**config.mk**
```make
export PLATFORM = sky130hd
export DESIGN_NAME = op_issue_ctrl_flat
export DESIGN_NICKNAME = d
export VERILOG_FILES = /design/src/rtl/op_issue_ctrl_if.sv /design/src/rtl/op_issue_ctrl.sv /design/src/flat_wrapper.sv
export SDC_FILE = /design/constraint.sdc
export NUM_CORES = 1
export LEC_CHECK = 0
export BUFFER_PORTS_ARGS = -buffer_cell sky130_fd_sc_hd__buf_2
export CORE_UTILIZATION = 30
export CTS_CLUSTER_DIAMETER = 30
export CTS_CLUSTER_SIZE = 28
export DETAILED_ROUTE_END_ITERATION = 8
export PLACE_DENSITY = 0.53
export SKIP_LAST_GASP = 1
export SLEW_MARGIN = 20
export SYNTH_ARGS = -nofsm -noshare
export SYNTH_HDL_FRONTEND = slang
export SYNTH_SLANG_ARGS = --single-unit
```
**constraint.sdc**
```tcl
create_clock -name clk -period 4.8 [get_ports clk]
set_input_delay 0.96 -clock clk [delete_from_list [all_inputs] [get_ports clk]]
set_output_delay 0.96 -clock clk [all_outputs]
set_load 0.005 [all_outputs]
```
**src/rtl/op_issue_ctrl_if.sv**
```systemverilog
// Instruction handshake and opcode-datapath bus between the issue controller
// (master) and the instruction source / datapath (slave).
interface op_issue_ctrl_if #(
   parameter int DATA_W = 20,
   parameter int RF_AW  = 4,
   parameter int OP_W   = 5
);
   logic              instr_valid;
   logic              instr_ready;
   logic [OP_W-1:0]   instr_op;
   logic [RF_AW-1:0]  instr_ra;
   logic [RF_AW-1:0]  instr_rb;
   logic [RF_AW-1:0]  instr_rd;
   logic [OP_W-1:0]   dp_op;
   logic [DATA_W-1:0] dp_a;
   logic [DATA_W-1:0] dp_b;
   logic [DATA_W-1:0] dp_w;
   logic              dp_carry;
   logic              dp_flag;

   modport master (
      input  instr_valid, instr_op, instr_ra, instr_rb, instr_rd,
      input  dp_w, dp_carry, dp_flag,
      output instr_ready, dp_op, dp_a, dp_b
   );

   modport slave (
      output instr_valid, instr_op, instr_ra, instr_rb, instr_rd,
      output dp_w, dp_carry, dp_flag,
      input  instr_ready, dp_op, dp_a, dp_b
   );
endinterface

```
**src/rtl/op_issue_ctrl.sv**
```systemverilog
// Issue controller for the 32-slot opcode datapath: owns a small register file,
// issues one instruction every 3 cycles and writes back result and flags.
//
// state  | meaning
// -------+------------------------------------------------------------
// IDLE   | ready for an instruction; host may write the register file
// EXEC   | operands on the datapath; result captured at end of cycle
// WB     | destination register, flags and retire count updated
// HALT   | TRAP executed; only host access works until reset
module op_issue_ctrl #(
   parameter int DATA_W = 20,
   parameter int RF_AW  = 4,
   parameter int OP_W   = 5,
   parameter int CNT_W  = 16
) (
   input  logic                clk,
   input  logic                rst_n,
   op_issue_ctrl_if.master     bus,
   input  logic                host_we,
   input  logic [RF_AW-1:0]    host_addr,
   input  logic [DATA_W-1:0]   host_wdata,
   output logic [DATA_W-1:0]   host_rdata,
   output logic                flag_c,
   output logic                flag_z,
   output logic                flag_s,
   output logic                halted,
   output logic                illegal,
   output logic [CNT_W-1:0]    retired
);

   localparam int RF_N = 2 ** RF_AW;

   localparam logic [OP_W-1:0] OP_TRAP = OP_W'(0);
   localparam logic [OP_W-1:0] OP_NOP  = OP_W'(1);
   localparam logic [OP_W-1:0] OP_NOT  = OP_W'(8);
   localparam logic [OP_W-1:0] OP_AND  = OP_W'(9);
   localparam logic [OP_W-1:0] OP_OR   = OP_W'(10);
   localparam logic [OP_W-1:0] OP_XOR  = OP_W'(11);
   localparam logic [OP_W-1:0] OP_INC  = OP_W'(17);
   localparam logic [OP_W-1:0] OP_DEC  = OP_W'(18);
   localparam logic [OP_W-1:0] OP_ADD  = OP_W'(19);
   localparam logic [OP_W-1:0] OP_SUB  = OP_W'(21);
   localparam logic [OP_W-1:0] OP_EQ   = OP_W'(22);
   localparam logic [OP_W-1:0] OP_GT   = OP_W'(23);
   localparam logic [OP_W-1:0] OP_LT   = OP_W'(24);

   typedef enum logic [1:0] {S_IDLE, S_EXEC, S_WB, S_HALT} state_t;

   state_t            state_q, state_d;
   logic [DATA_W-1:0] rf_q [RF_N];
   logic [DATA_W-1:0] rf_d [RF_N];
   logic [OP_W-1:0]   dp_op_q, dp_op_d;
   logic [DATA_W-1:0] dp_a_q, dp_a_d;
   logic [DATA_W-1:0] dp_b_q, dp_b_d;
   logic [RF_AW-1:0]  rd_q, rd_d;
   logic [DATA_W-1:0] w_q, w_d;
   logic              carry_q, carry_d;
   logic              flag_q, flag_d;
   logic              flag_c_q, flag_c_d;
   logic              flag_z_q, flag_z_d;
   logic              flag_s_q, flag_s_d;
   logic              halted_q, halted_d;
   logic              illegal_q, illegal_d;
   logic [CNT_W-1:0]  retired_q, retired_d;
   logic              accept;
   logic              unary;

   assign accept = bus.instr_valid && (state_q == S_IDLE);
   assign unary  = (bus.instr_op == OP_NOT) || (bus.instr_op == OP_INC) ||
                   (bus.instr_op == OP_DEC);

   always_ff @(posedge clk or negedge rst_n) begin
      if (!rst_n) state_q <= S_IDLE;
      else        state_q <= state_d;
   end

   always_comb begin
      state_d = state_q;
      case (state_q)
         S_IDLE:  if (accept) state_d = S_EXEC;
         S_EXEC:  state_d = (dp_op_q == OP_TRAP) ? S_HALT : S_WB;
         S_WB:    state_d = S_IDLE;
         S_HALT:  state_d = S_HALT;
         default: state_d = S_IDLE;
      endcase
   end

   always_comb begin
      bus.instr_ready = (state_q == S_IDLE);
      bus.dp_op       = dp_op_q;
      bus.dp_a        = dp_a_q;
      bus.dp_b        = dp_b_q;
      host_rdata      = rf_q[host_addr];
      flag_c          = flag_c_q;
      flag_z          = flag_z_q;
      flag_s          = flag_s_q;
      halted          = halted_q;
      illegal         = illegal_q;
      retired         = retired_q;
   end

   always_comb begin
      rf_d      = rf_q;
      dp_op_d   = dp_op_q;
      dp_a_d    = dp_a_q;
      dp_b_d    = dp_b_q;
      rd_d      = rd_q;
      w_d       = w_q;
      carry_d   = carry_q;
      flag_d    = flag_q;
      flag_c_d  = flag_c_q;
      flag_z_d  = flag_z_q;
      flag_s_d  = flag_s_q;
      halted_d  = halted_q;
      illegal_d = illegal_q;
      retired_d = retired_q;

      // operands sample rf_q, so a host write on the accept edge is not seen
      if (accept) begin
         dp_op_d = bus.instr_op;
         dp_a_d  = rf_q[bus.instr_ra];
         dp_b_d  = unary ? '0 : rf_q[bus.instr_rb];
         rd_d    = bus.instr_rd;
      end

      if (state_q == S_EXEC) begin
         w_d     = bus.dp_w;
         carry_d = bus.dp_carry;
         flag_d  = bus.dp_flag;
         if (dp_op_q == OP_TRAP) halted_d = 1'b1;
      end

      if (state_q == S_WB) begin
         retired_d = retired_q + CNT_W'(1);
         case (dp_op_q)
            OP_ADD, OP_SUB, OP_INC, OP_DEC: begin
               rf_d[rd_q] = w_q;
               flag_c_d   = carry_q;
               flag_z_d   = (w_q == '0);
            end
            OP_NOT, OP_AND, OP_OR, OP_XOR: begin
               rf_d[rd_q] = w_q;
               flag_z_d   = (w_q == '0);
            end
            OP_EQ:          flag_z_d = flag_q;
            OP_GT, OP_LT:   flag_s_d = flag_q;
            OP_NOP, OP_TRAP: ;
            default:        illegal_d = 1'b1;
         endcase
      end

      if (host_we && ((state_q == S_IDLE) || (state_q == S_HALT)))
         rf_d[host_addr] = host_wdata;
   end

   always_ff @(posedge clk or negedge rst_n) begin
      if (!rst_n) begin
         for (int i = 0; i < RF_N; i++) rf_q[i] <= '0;
         dp_op_q   <= '0;
         dp_a_q    <= '0;
         dp_b_q    <= '0;
         rd_q      <= '0;
         w_q       <= '0;
         carry_q   <= 1'b0;
         flag_q    <= 1'b0;
         flag_c_q  <= 1'b0;
         flag_z_q  <= 1'b0;
         flag_s_q  <= 1'b0;
         halted_q  <= 1'b0;
         illegal_q <= 1'b0;
         retired_q <= '0;
      end else begin
         rf_q      <= rf_d;
         dp_op_q   <= dp_op_d;
         dp_a_q    <= dp_a_d;
         dp_b_q    <= dp_b_d;
         rd_q      <= rd_d;
         w_q       <= w_d;
         carry_q   <= carry_d;
         flag_q    <= flag_d;
         flag_c_q  <= flag_c_d;
         flag_z_q  <= flag_z_d;
         flag_s_q  <= flag_s_d;
         halted_q  <= halted_d;
         illegal_q <= illegal_d;
         retired_q <= retired_d;
      end
   end

endmodule

```
**src/flat_wrapper.sv**
```systemverilog
// flat-port wrapper written by rule: the top's interface ports become plain ports
module op_issue_ctrl_flat 
#(
   parameter int DATA_W = 20,
   parameter int RF_AW  = 4,
   parameter int OP_W   = 5,
   parameter int CNT_W  = 16
)
  (clk, rst_n, host_we, host_addr, host_wdata, host_rdata, flag_c, flag_z, flag_s, halted, illegal, retired, bus_instr_valid, bus_instr_op, bus_instr_ra, bus_instr_rb, bus_instr_rd, bus_dp_w, bus_dp_carry, bus_dp_flag, bus_instr_ready, bus_dp_op, bus_dp_a, bus_dp_b);
  op_issue_ctrl_if #(.DATA_W(DATA_W), .RF_AW(RF_AW), .OP_W(OP_W)) bus_i ();
  input  logic clk;
  input  logic rst_n;
  input  logic host_we;
  input  logic [RF_AW-1:0] host_addr;
  input  logic [DATA_W-1:0] host_wdata;
  output logic [DATA_W-1:0] host_rdata;
  output logic flag_c;
  output logic flag_z;
  output logic flag_s;
  output logic halted;
  output logic illegal;
  output logic [CNT_W-1:0] retired;
  input wire logic [$bits(bus_i.instr_valid)-1:0] bus_instr_valid;
  input wire logic [$bits(bus_i.instr_op)-1:0] bus_instr_op;
  input wire logic [$bits(bus_i.instr_ra)-1:0] bus_instr_ra;
  input wire logic [$bits(bus_i.instr_rb)-1:0] bus_instr_rb;
  input wire logic [$bits(bus_i.instr_rd)-1:0] bus_instr_rd;
  input wire logic [$bits(bus_i.dp_w)-1:0] bus_dp_w;
  input wire logic [$bits(bus_i.dp_carry)-1:0] bus_dp_carry;
  input wire logic [$bits(bus_i.dp_flag)-1:0] bus_dp_flag;
  output wire logic [$bits(bus_i.instr_ready)-1:0] bus_instr_ready;
  output wire logic [$bits(bus_i.dp_op)-1:0] bus_dp_op;
  output wire logic [$bits(bus_i.dp_a)-1:0] bus_dp_a;
  output wire logic [$bits(bus_i.dp_b)-1:0] bus_dp_b;
  assign bus_i.instr_valid = bus_instr_valid;
  assign bus_i.instr_op = bus_instr_op;
  assign bus_i.instr_ra = bus_instr_ra;
  assign bus_i.instr_rb = bus_instr_rb;
  assign bus_i.instr_rd = bus_instr_rd;
  assign bus_i.dp_w = bus_dp_w;
  assign bus_i.dp_carry = bus_dp_carry;
  assign bus_i.dp_flag = bus_dp_flag;
  assign bus_instr_ready = bus_i.instr_ready;
  assign bus_dp_op = bus_i.dp_op;
  assign bus_dp_a = bus_i.dp_a;
  assign bus_dp_b = bus_i.dp_b;
  op_issue_ctrl #(.DATA_W(DATA_W), .RF_AW(RF_AW), .OP_W(OP_W), .CNT_W(CNT_W)) u_core (.clk(clk), .rst_n(rst_n), .bus(bus_i), .host_we(host_we), .host_addr(host_addr), .host_wdata(host_wdata), .host_rdata(host_rdata), .flag_c(flag_c), .flag_z(flag_z), .flag_s(flag_s), .halted(halted), .illegal(illegal), .retired(retired));
endmodule
```
==> flow_metrics.py <==
metrics = {
    "route": {
        "drtAntennaViolNets": 0,
        "routed_wl_um": 134000,
        "drtPass1Iterations": 7,
        "vias_per_cell": 6.51,
        "routedWlPerCell_um": 32.2,
        "route.detailed.drc": 0,
        "drt_iter0_drc": 3634,
        "num_vias": 27100,
    },
    "die": {
        "core-area_um2": 91700,
        "core.rowCount": 111,
        "initial_core_util": 0.302,
        "die_w_um": 306,
        "num_io_pins": 154,
        "die_area_um2": 93600,
        "die_h_um": 306,
    },
    "finish": {
        "drive_gt1_frac": 0.241,
        "fin_area_um2": 33500,
        "nNetsFinal": 2945,
        "area_growth_pct": 20.7,
        "n_fill_cell": 9029,
        "fin_util": 0.365,
    },
    "clock_tree": {
        "cts_setup_buffers": 0,
        "postCtsResizedCells": 0,
        "numCtsBuffers": 113,
        "cts_hold_buffers": 0,
        "cts_tree": "yes",
        "insertion_delay_ps": 680,
        "htree_levels": 3,
        "clk_pin_slew_ps": 40,
        "clockBufferDepth": 3,
        "cts_root_buffer": "clkbuf_16",
        "cts_sinks": 414,
    },
    "worst_setup_path": {
        "crit_arrival_ps": 3180,
        "critical_path_class": "input port to primary output",
        "slowest_stage": "buf_4",
        "regToRegEndpoint": "u_core.rf_q[170]",
        "rrSetupSlack_ps": 1550,
        "crit_chain": "buf_4, buf_4, mux4_2, mux4_2, buf_2",
        "cp_max_fo": 75,
        "rr_worst_depth": 5,
        "crit_buf_inv": 3,
        "critical_path.endpoint_type": "primary output",
        "cpPeakStageDelay_ps": 850,
        "cp-start-kind": "input port",
        "critPathRequiredTime_ps": 3840,
        "r2r-start": "u_core.rd_q[2]",
        "cpLargestDelayFamily": "buffers and inverters",
    },
    "logic_synthesis": {
        "async_reset_ff_frac": 1.00,
        "synthAdderAreaFrac": 0.00226,
        "synth-edff-count": 0,
        "netlist_top_cells_count": "dfrtp_1 (414), nor2_1 (348), a31oi_1 (326)",
        "synth_xor_area_frac": 0.00474,
        "synthCells": 2918,
        "synth_top_family_by_area": "multiplexers",
        "synthDistinctLibCells": 48,
        "synth_compound_area_frac": 0.176,
        "synth_area_leaders": "dfrtp_1 (37%), mux4_2 (15%), a31oi_1 (7.4%), mux2i_1 (7.2%), nor2_1 (4.7%)",
        "synthesis.nets": 2990,
        "yosysWarnings": 0,
        "yosysSeqAreaShare": 0.374,
        "syn_area_per_cell_um2": 9.50,
        "synth_flop_cell": "dfrtp_1",
        "synth.top_cell.area_share": 0.374,
        "syn_area_um2": 27700,
        "yosysMostFrequentCell": "dfrtp_1",
        "synth-seq-cells": 414,
        "synthMuxAreaShare": 0.229,
        "synth_simple_gate_area_frac": 0.147,
        "synth_top_cell_by_area": "dfrtp_1",
    },
    "sta": {
        "tns_ps": 0,
        "max_freq_mhz": 241,
        "period_share": 0.864,
        "finalHoldViolCount": 0,
        "setup_slack_ps": 655,
        "slew_viol_final": 0,
        "slew_headroom": 0.179,
        "setup_viol": 0,
        "rsz0062_at_grt": "no",
        "skew_ps": 28.8,
        "worst_pin_slew_ps": 1230,
        "layout_min_cycle_time_ps": 4140,
    },
    "grt": {
        "grt_max_degree": 108,
        "grt_pass1_vias": 25500,
        "grt_remaining_overflow": 0,
        "antenna_found_initial": 20,
        "grt_usage": 0.280,
        "grt_pass1_wl_um": 191000,
    },
    "power_and_ir_drop": {
        "power_leakage_nw": 12.8,
        "ir_worst_vdd_mv": 0.297,
        "p_per_area_nw_per_um2": 463,
    },
    "placement": {
        "hpwl_um": 81000,
        "gp_congestion": 0.942,
        "pre_cts_ws_ps": 695,
        "portBuffers": 153,
        "dpl_cell_area_um2": 29200,
    },
    "outcome": {
        "status": "completed",
    },
    "min_path": {
        "hold_class": "input port to async pin",
    },
    "flow_run": {
        "cap_viol_max_count": 0,
    },
}
metrics by stage:
step / total power (W) / std cells / hold WS (ps)
2_1_floorplan: 0.00617 / 2918 / 459
3_3_place_gp: 0.00701 / 3944 / 457
3_5_place_dp: 0.00705 / 3944 / 452
4_1_cts: 0.0154 / 4158 / 304
5_1_grt: 0.0159 / 4159 / 321
6_report: 0.0155 / 4163 / 277
cell families (layout without fill, tap and decap cells):
family                     Yosys count  in the layout
other                                0              5
buffers and inverters              410            464
xor gates and xnor gates            15             15
DFF                                414            414
adders and majority gates            5              5
and+or+nand+nor                    875            875
muxes                              405            405
AOI/OAI and AO/OA                  794            794
power breakdown:
part           leakage [nW]  internal (W)  total, W  switching, W
clock network          2.06       0.00588   0.00837       0.00250
registers              4.66       0.00405   0.00482      0.000766
logic                  6.04       0.00123   0.00228       0.00105
registers in the layout (all words and copies together) (netlist names):
register and count:
u_core.carry_q 1, u_core.flag_s 1, u_core.retired 16, u_core.bus.dp_op 5, u_core.rd_q 4, u_core.state_q 2
u_core.bus.dp_a 20, u_core.illegal 1, u_core.flag_z 1, u_core.flag_q 1, u_core.halted 1, u_core.rf_q 320
u_core.flag_c 1, u_core.bus.dp_b 20, u_core.w_q 20
how the worst max path moves through the flow:
stage                     slack [ps]          from  cells past startpoint             end
after floorplan                 1560  host_addr[0]                      4  host_rdata[10]
after global placement           750  host_addr[0]                      5  host_rdata[15]
after detailed placement         690  host_addr[1]                      5   host_rdata[7]
after CTS                        700  host_addr[1]                      5   host_rdata[7]
after global routing             630  host_addr[1]                      5   host_rdata[7]
final                            660  host_addr[1]                      5   host_rdata[7]
area by class of cell:
type | count | area (µm²) | area share
antenna | 5 | 12.5 | 0.000374
clock buffer | 146 | 3180 | 0.0952
multi-input combinational | 2094 | 15600 | 0.468
timing repair buffer | 247 | 1710 | 0.0511
clock inverter | 68 | 1050 | 0.0314
inverter | 3 | 11.3 | 0.000337
sequential | 414 | 10400 | 0.310
tap | 1186 | 1480 | 0.0444
layer usage:
metal	track usage	up-vias	part of all wire
li1	-	11100	-
met1	0.371	13500	0.40
met2	0.404	2008	0.43
met3	0.0923	454	0.12
met4	0.145	32	0.050
met5	0	-	0.0015
cell usage in the layout, fill, tap and decap left out, drive strengths merged, types with 25 or more instances in the layout:
cell	instances
a31oi	326
mux2i	200
o31ai	100
nand2	95
o22ai	41
nand3	253
mux4	180
and2	25
a22oi	26
clkinv	34
o21ai	257
nand4	85
mux2	25
buf	247
clkbuf	146
nor2	348
dfrtp	414
(Power assumes the default switching activity.)
